--- src/rtl/fifo_drain_packer_if.sv ---
// Interface bundling the FIFO read port, the flush request and the packed
// valid/ready output of fifo_drain_packer.
//   master : the packer (drives fifo_rd_en and the out_* word)
//   slave  : FIFO + downstream consumer (drives fifo_empty/fifo_data, flush, out_ready)
interface fifo_drain_packer_if #(
    parameter int unsigned WIDTH_DATA = 4,
    parameter int unsigned PACK       = 4
);
    logic                         fifo_empty;
    logic [WIDTH_DATA-1:0]        fifo_data;
    logic                         fifo_rd_en;
    logic                         flush;
    logic [WIDTH_DATA*PACK-1:0]   out_data;
    logic [PACK-1:0]              out_keep;
    logic                         out_valid;
    logic                         out_ready;

    modport master (
        input  fifo_empty,
        input  fifo_data,
        output fifo_rd_en,
        input  flush,
        output out_data,
        output out_keep,
        output out_valid,
        input  out_ready
    );

    modport slave (
        output fifo_empty,
        output fifo_data,
        input  fifo_rd_en,
        output flush,
        input  out_data,
        input  out_keep,
        input  out_valid,
        output out_ready
    );
endinterface

--- src/rtl/fifo_drain_packer.sv ---
// Read-side consumer of a dual-clock FIFO: drains narrow entries (one-cycle
// registered read latency), packs PACK of them into one wide word (lane 0 in
// the LSBs) and presents it on a valid/ready output. A flush pulse emits the
// current partial word with a lane-keep mask.
// Ports:
//   rd_clk   : read-domain clock, the only clock
//   rd_rst_n : asynchronous active-low reset
//   bus      : master side of fifo_drain_packer_if (FIFO read port, flush,
//              out_data/out_keep/out_valid/out_ready)
module fifo_drain_packer #(
    parameter int unsigned WIDTH_DATA = 4,
    parameter int unsigned PACK       = 4
) (
    input  logic                 rd_clk,
    input  logic                 rd_rst_n,
    fifo_drain_packer_if.master  bus
);
    localparam int unsigned W_WORD = WIDTH_DATA * PACK;
    localparam int unsigned CW     = $clog2(PACK + 1);
    localparam int unsigned CW1    = CW + 1;

    typedef enum logic {
        FILL       = 1'b0,
        FLUSH_WAIT = 1'b1
    } state_t;

    state_t               state, state_nxt;
    logic [CW-1:0]        cnt, cnt_nxt;
    logic                 rd_pend;
    logic [W_WORD-1:0]    acc, acc_nxt;
    logic [W_WORD-1:0]    out_data_q, out_data_nxt;
    logic [PACK-1:0]      out_keep_q, out_keep_nxt;
    logic                 out_valid_q, out_valid_nxt;

    logic                 rd_en_c;
    logic                 slot_free_c;
    logic                 flush_req_c;
    logic                 emit_c;
    logic [PACK-1:0]      keep_c;
    logic [W_WORD-1:0]    emit_data_c;
    logic [CW-1:0]        wr_lane_c;
    logic [CW-1:0]        cnt_base_c;

    // Pending flush is exactly the FLUSH_WAIT state.
    assign flush_req_c = (state == FLUSH_WAIT);
    assign slot_free_c = !out_valid_q || bus.out_ready;

    // Read strobe: never while empty, never while a flush is pending, and only
    // when the accumulator has room for everything already in flight.
    assign rd_en_c = rd_rst_n && !bus.fifo_empty && (state == FILL) &&
                     ((CW1'(cnt) + CW1'(rd_pend)) < CW1'(PACK));
    assign bus.fifo_rd_en = rd_en_c;

    assign bus.out_data  = out_data_q;
    assign bus.out_keep  = out_keep_q;
    assign bus.out_valid = out_valid_q;

    // Keep mask covers lanes below cnt; with cnt==PACK this is all ones, so a
    // full transfer and a flush share one path.
    always_comb begin
        keep_c      = '0;
        emit_data_c = '0;
        for (int i = 0; i < int'(PACK); i++) begin
            keep_c[i] = (CW'(i) < cnt);
            if (keep_c[i]) begin
                emit_data_c[i*WIDTH_DATA +: WIDTH_DATA] = acc[i*WIDTH_DATA +: WIDTH_DATA];
            end
        end
    end

    // Next-state and datapath.
    always_comb begin
        state_nxt     = state;
        cnt_nxt       = cnt;
        acc_nxt       = acc;
        out_data_nxt  = out_data_q;
        out_keep_nxt  = out_keep_q;
        out_valid_nxt = out_valid_q && !bus.out_ready;
        emit_c        = 1'b0;
        wr_lane_c     = cnt;
        cnt_base_c    = cnt;

        case (state)
            FILL: begin
                if (bus.flush) begin
                    state_nxt = FLUSH_WAIT;
                end
            end
            FLUSH_WAIT: begin
                if (slot_free_c && !rd_pend) begin
                    state_nxt = FILL;
                end
            end
            default: state_nxt = FILL;
        endcase

        if (slot_free_c && ((cnt == CW'(PACK)) ||
                            (flush_req_c && !rd_pend && (cnt != '0)))) begin
            emit_c = 1'b1;
        end

        if (emit_c) begin
            out_data_nxt  = emit_data_c;
            out_keep_nxt  = keep_c;
            out_valid_nxt = 1'b1;
            wr_lane_c     = '0;
            cnt_base_c    = '0;
        end

        // Registered FIFO data lands one cycle after the strobe.
        cnt_nxt = cnt_base_c;
        if (rd_pend) begin
            for (int i = 0; i < int'(PACK); i++) begin
                if (CW'(i) == wr_lane_c) begin
                    acc_nxt[i*WIDTH_DATA +: WIDTH_DATA] = bus.fifo_data;
                end
            end
            cnt_nxt = cnt_base_c + CW'(1);
        end
    end

    // State register.
    always_ff @(posedge rd_clk or negedge rd_rst_n) begin
        if (!rd_rst_n) begin
            state       <= FILL;
            cnt         <= '0;
            rd_pend     <= 1'b0;
            acc         <= '0;
            out_data_q  <= '0;
            out_keep_q  <= '0;
            out_valid_q <= 1'b0;
        end else begin
            state       <= state_nxt;
            cnt         <= cnt_nxt;
            rd_pend     <= rd_en_c;
            acc         <= acc_nxt;
            out_data_q  <= out_data_nxt;
            out_keep_q  <= out_keep_nxt;
            out_valid_q <= out_valid_nxt;
        end
    end
endmodule

--- src/flat_wrapper.sv ---
// flat-port wrapper written by rule: the top's interface ports become plain ports
module fifo_drain_packer_flat 
#(
    parameter int unsigned WIDTH_DATA = 4,
    parameter int unsigned PACK       = 4
)
  (rd_clk, rd_rst_n, bus_fifo_empty, bus_fifo_data, bus_fifo_rd_en, bus_flush, bus_out_data, bus_out_keep, bus_out_valid, bus_out_ready);
  fifo_drain_packer_if #(.WIDTH_DATA(WIDTH_DATA), .PACK(PACK)) bus_i ();
  input  logic rd_clk;
  input  logic rd_rst_n;
  input wire logic [$bits(bus_i.fifo_empty)-1:0] bus_fifo_empty;
  input wire logic [$bits(bus_i.fifo_data)-1:0] bus_fifo_data;
  output wire logic [$bits(bus_i.fifo_rd_en)-1:0] bus_fifo_rd_en;
  input wire logic [$bits(bus_i.flush)-1:0] bus_flush;
  output wire logic [$bits(bus_i.out_data)-1:0] bus_out_data;
  output wire logic [$bits(bus_i.out_keep)-1:0] bus_out_keep;
  output wire logic [$bits(bus_i.out_valid)-1:0] bus_out_valid;
  input wire logic [$bits(bus_i.out_ready)-1:0] bus_out_ready;
  assign bus_i.fifo_empty = bus_fifo_empty;
  assign bus_i.fifo_data = bus_fifo_data;
  assign bus_fifo_rd_en = bus_i.fifo_rd_en;
  assign bus_i.flush = bus_flush;
  assign bus_out_data = bus_i.out_data;
  assign bus_out_keep = bus_i.out_keep;
  assign bus_out_valid = bus_i.out_valid;
  assign bus_i.out_ready = bus_out_ready;
  fifo_drain_packer #(.WIDTH_DATA(WIDTH_DATA), .PACK(PACK)) u_core (.rd_clk(rd_clk), .rd_rst_n(rd_rst_n), .bus(bus_i));
endmodule
--- config.mk ---
export PLATFORM = sky130hd
export DESIGN_NAME = fifo_drain_packer_flat
export DESIGN_NICKNAME = d
export VERILOG_FILES = /design/src/rtl/fifo_drain_packer_if.sv /design/src/rtl/fifo_drain_packer.sv /design/src/flat_wrapper.sv
export SDC_FILE = /design/constraint.sdc
export NUM_CORES = 1
export LEC_CHECK = 0
export CORE_ASPECT_RATIO = 0.5
export CORE_UTILIZATION = 40
export CTS_BUF_LIST = sky130_fd_sc_hd__clkbuf_8
export CTS_CLUSTER_SIZE = 14
export DETAILED_ROUTE_END_ITERATION = 10
export PLACE_DENSITY = 0.62
export SYNTH_ARGS = -nofsm -noshare
export SYNTH_HDL_FRONTEND = slang
export SYNTH_SLANG_ARGS = --single-unit
--- constraint.sdc ---
create_clock -name rd_clk -period 2.6 [get_ports rd_clk]
set_input_delay 0.39 -clock rd_clk [delete_from_list [all_inputs] [get_ports rd_clk]]
set_output_delay 0.39 -clock rd_clk [all_outputs]
set_load 0.02 [all_outputs]
**After elaboration in Yosys (flattened, before gate mapping)**

Cells that the tools add are included.
Widths: inputs -> output; s select.

- Register bits after elaboration: 42
- Output and inout port bits: 22

- Muxes and demuxes: 11
- Add/sub/neg operators: 2
- $lt $le $gt $ge: 5
- Reduce and logical (&&, ||, !) cells: 20
- Equality and inequality tests: 4
- Bitwise logic cells: 1

Operators with widths:

| cell | count |
|---|---|
| $mux 4 | 4 |
| $logic_and 1x1->1 | 8 |
| $reduce_and 2->1 | 4 |
| $eq 2x3->1 const A | 2 |
| $lt 1x3->1 const A | 2 |
| $lt 2x3->1 const A | 2 |
| $mux 3 | 2 |
| $add 3x1->4 | 1 |
| $logic_not 1->1 | 4 |
| $lt 4x3->1 const B | 1 |
| $mux 1 | 4 |
| $add 3x1->3 const B | 1 |
| $eq 1x3->1 const A | 1 |
| $eq 3x3->1 const B | 1 |
| $logic_not 3->1 | 1 |
| $reduce_bool 3->1 | 1 |
| $logic_or 1x1->1 | 2 |
| $pmux 1 s2 | 1 |
| $not 1->1 | 1 |

**Depth between registers and ports, before layout**

- Word-level depth: 9
- Gate-level depth with buffers: 9
- Depth with buffers taken out: 8

**Worst setup path after synthesis**

Ideal clock, no wire load.

- Path type: reg-to-reg
- Start point: register u_core.rd_pend
- End point: register u_core.acc[12]
- Buffers on the path: 1
- Data arrival time: 2,029 ps
- Library setup time: 125 ps
- Stages on the path, launching flop included: 10
- Slack: 446 ps
- Cell sequence: dfrtp_1 > buf_2 > nor2b_2 > mux2i_2 > o21ai_0 > inv_1 > ha_1 > ha_1 > nand2_1 > mux2_2

- Longest elaborated chain between the ends: 9

Ends and longest elaborated chain:

| what | RTL line | text |
|---|---|---|
| from (decl) | fifo_drain_packer.sv:29 | `logic rd_pend;` |
| from (signal assigned) | fifo_drain_packer.sv:135 | `rd_pend <= rd_en_c;` |
| $logic_not 1->1 | fifo_drain_packer.sv:98 | `(flush_req_c && !rd_pend && (cnt != '0)))) begin` |
| $logic_and 1x1->1 (2 in series) | fifo_drain_packer.sv:98 |  |
| $logic_or 1x1->1 | fifo_drain_packer.sv:97 | `if (slot_free_c && ((cnt == CW'(PACK)) \|\|` |
| $logic_and 1x1->1 | fifo_drain_packer.sv:97 |  |
| $mux 1 | fifo_drain_packer.sv:97 |  |
| $mux 3 | fifo_drain_packer.sv:102 | `if (emit_c) begin` |
| $eq 2x3->1 | fifo_drain_packer.sv:114 | `if (CW'(i) == wr_lane_c) begin` |
| $reduce_and 2->1 (no source line) * | -- |  |
| to (signal assigned) | fifo_drain_packer.sv:136 | `acc <= acc_nxt;` |
| to (decl) | fifo_drain_packer.sv:30 | `logic [W_WORD-1:0] acc, acc_nxt;` |

Every way passes the cells marked *; elsewhere a longest branch is shown, timed or not.
A chain may end at the register's enable or synchronous reset.

**Worst setup path after layout**

- Start point: register u_core.cnt[1]
- End point: register u_core.acc[14]

- Longest elaborated chain between the ends: 8
- Elaborated cells between the ends (all ways): 9
- Classes of those cells: eq/ne (2); mux (2); reduce/logical (5)

Ends and longest elaborated chain:

| what | RTL line | text |
|---|---|---|
| from (decl) | fifo_drain_packer.sv:28 | `logic [CW-1:0] cnt, cnt_nxt;` |
| from (signal assigned) | fifo_drain_packer.sv:134 | `cnt <= cnt_nxt;` |
| $reduce_bool 3->1 | fifo_drain_packer.sv:98 |  |
| $logic_and 1x1->1 | fifo_drain_packer.sv:98 |  |
| $logic_or 1x1->1 | fifo_drain_packer.sv:97 |  |
| $logic_and 1x1->1 | fifo_drain_packer.sv:97 |  |
| $mux 1 | fifo_drain_packer.sv:97 |  |
| $mux 3 * | fifo_drain_packer.sv:102 |  |
| $eq 2x3->1 * | fifo_drain_packer.sv:114 |  |
| $reduce_and 2->1 (no source line) * | -- |  |

Marked as above.

==> qor.yml <==
status:
  outcome: "finished, final reports clean"
drt:
  first_pass_iters: 4
  drt_iter0_drc: 63
  viasPerCell: 5.09
  post-route-drc-count: 0
  antenna_left: 0
  wirelength_um: 3550
  via_count: 1166
  wl_per_cell_um: 15.5
timing:
  slew_violations: 0
  fin_worst_skew_ns: 0.00883
  tightest_slew_ns: 0.528
  setup_viol: 0
  fmax_mhz: 425
  post-route-period-util_pct: 90.6
  rsz0062_at_grt: "no"
  post-route-min-period_ns: 2.35
  relSlewSlack_pct: 64.8
  fin_hold_ws_ns: 0.203
  finalHoldViolCount: 0
setup_path:
  endpoint_kind: "register"
  worstPathArrival_ns: 2.53
  crit_required_ns: 2.77
  cp-start-kind: "register"
  slowest_stage: "dfrtp_1"
  critPathLaunch: "u_core.cnt[1]$_DFF_PN0_"
  path_delay_family: "flip-flops"
  cp_num_buf_inv: 1
  worstPathCellList: "nor2_8 -> mux2i_2 -> o21ai_0 -> inv_1 -> ha_1 -> ha_1 -> nand2_1 -> mux2_2"
  reg2reg_from: "u_core.cnt[1]$_DFF_PN0_"
  crit_fanout: 10
  crit_type: "register to register"
  critPathMostFrequentCell: "ha_1"
  slowest_delay_ns: 0.63
clocking:
  clk_latency_ns: 0.29
  htreeDepth: 2
  cts_sinks: 42
  clock_tree.root_cell: "clkbuf_8"
  clockBufferDepth: 2
  cts-hold-fix-buffers: 0
  path_clk_slew_ns: 0.08
  cts_tree: "built"
  cts_buffers: 5
floorplanning:
  start_util_pct: 43.9
  rows: 16
  coreArea_mm2: 0.00408
  pin_count: 31
  dieArea_mm2: 0.00477
  die_y_um: 49.3
  fp.dieW_um: 96.7
grt:
  grt_use_met2_pct: 23.4
  grtUsageTotal_pct: 16.6
  grt_pass1_vias: 1179
  grt_util_met3_pct: 4.87
  overflow: 0
  grt_antenna_before_repair: 0
  grt_max_degree: 43
  grt_pass1_wl_um: 6010
  grt-busiest-layer: "met1"
  met1_usage_pct: 24.4
placement:
  port_buffers: 30
  hpwl_um: 2470
  dpl.cell_count: 221
  place.gp.congestion: 0.823
final_layout:
  final_common_cell: "dfrtp_1"
  regArea_mm2: 0.00105
  n_antenna_cell: 0
  final_nets: 188
  areaGrowthSynthToFinish_pct: 25.1
  finalNonFillerCells: 229
  post-route-util_pct: 54.9
  fillers: 373
  layout_common_cells: "dfrtp_1, clkdlybuf4s50_1, mux2_2"
  layout-drive-gt1-share_pct: 22.9
  multiInputGateArea_um2: 674
yosys:
  synthFlopType: "dfrtp_1"
  synth_area_mm2: 0.00179
  synth_cell_types: 30
  synth_warnings: 0
  async_reset_ff_share_pct: 100
  yosys.area.top_type: "dfrtp_1"
  synth_top_cell_area_share_pct: 58.7
  syn_area_per_cell_um2: 13.0
  synthTopCellsByArea: "dfrtp_1, mux2_2, a22o_1"
  synth_nets: 152
  synth-edff-count: 0
  seq_area_frac_synth_pct: 58.7
  synth-seq-cells: 42
  syn-instance-count: 138
power_and_ir_drop:
  finalPower_mw: 2.53
  p_per_area_mw_per_mm2: 1130
  peakVddDrop_uv: 492
  leakage_nw: 1.03
flow_run:
  drv_cap: 0
min_path:
  hold_path.class: "primary input to async pin"
[registers in the layout (all words and copies together) (netlist names)]
signal	cells
u_core.bus.out_keep	4
u_core.flush_req_c	1
u_core.bus.out_valid	1
u_core.rd_pend	1
u_core.bus.out_data	16
u_core.cnt	3
u_core.acc	16
[report_power, final]
group	internal, mW	switching (mW)	leakage [nW]
Combinational	0.543	0.507	0.437
Sequential	0.911	0.165	0.544
Clock	0.186	0.222	0.0493
[timing repair]
item,in CTS,in global routing
setup endpoints to repair,1,0
buffers inserted,0,0
resized for setup,1,0
[Yosys cell counts (all sizes together), types with 2 or more instances]
library cell and n:
dfrtp 42, ha 5, nor2 6, nor2b 2, nand2b 3, mux2 20
a22o 8, and3 3, o31ai 2, o21ai 17, inv 2, o21a 2
buf 8, nand2 7, mux2i 2
[worst paths after layout]
path	to	slack, ns	cells past startpoint
setup / recovery	u_core.acc[14]$_DFFE_PN0P_	0.25	8
hold / removal	u_core.bus.out_data[2]$_DFFE_PN0P_	0.20	2
setup reg to reg	u_core.acc[14]$_DFFE_PN0P_	0.25	8
hold reg to reg	u_core.bus.out_keep[0]$_DFFE_PN0P_	0.48	1
max in group asynchronous	u_core.bus.out_keep[3]$_DFFE_PN0P_	2.02	2
min in group rd_clk	u_core.bus.out_keep[0]$_DFFE_PN0P_	0.48	1
[cell families (layout without fill, tap and decap cells)]
logic type                 count (synthesis)  count (layout)  share of synthesized area [%]
DFF                                       42              42                           58.7
AOI/OAI and AO/OA                         33              33                           12.0
and+or+nand+nor                           24              24                           7.75
muxes                                     22              22                           13.9
buffers and inverters                     11              48                           3.70
adders and majority gates                  5               5                           3.49
xor gates and xnor gates                   1               1                          0.489
[per-stage QoR]
| stage | worst slack, ns | cell area (um2) | setup TNS (ns) |
|---|---|---|---|
| 4_1_cts | 0.248 | 2240 | 0 |
| 3_5_place_dp | -0.00495 | 2160 | -0.00495 |
| 5_1_grt | 0.100 | 2240 | 0 |
| 6_report | 0.246 | 2240 | 0 |
| 2_1_floorplan | 0.446 | 1790 | 0 |
| 3_3_place_gp | -0.0115 | 2160 | -0.0115 |
[layout make-up]
cell class,instances,share of cell area (%)
clock buffers,5,3.07
clock inverters,3,0.782
inverters,2,0.335
multi-input cells,85,30.1
flip-flops and latches,42,46.9
well taps,54,3.02
repair buffers,38,15.8
[routing by layer]
metal  wire length, um  vias to the layer above
met4                34                        0
met3               124                        5
met1              1930                      589
met5                 0                        -
li1                  -                      555
met2              1460                       17
No activity file was read; power rests on OpenSTA's default activity.
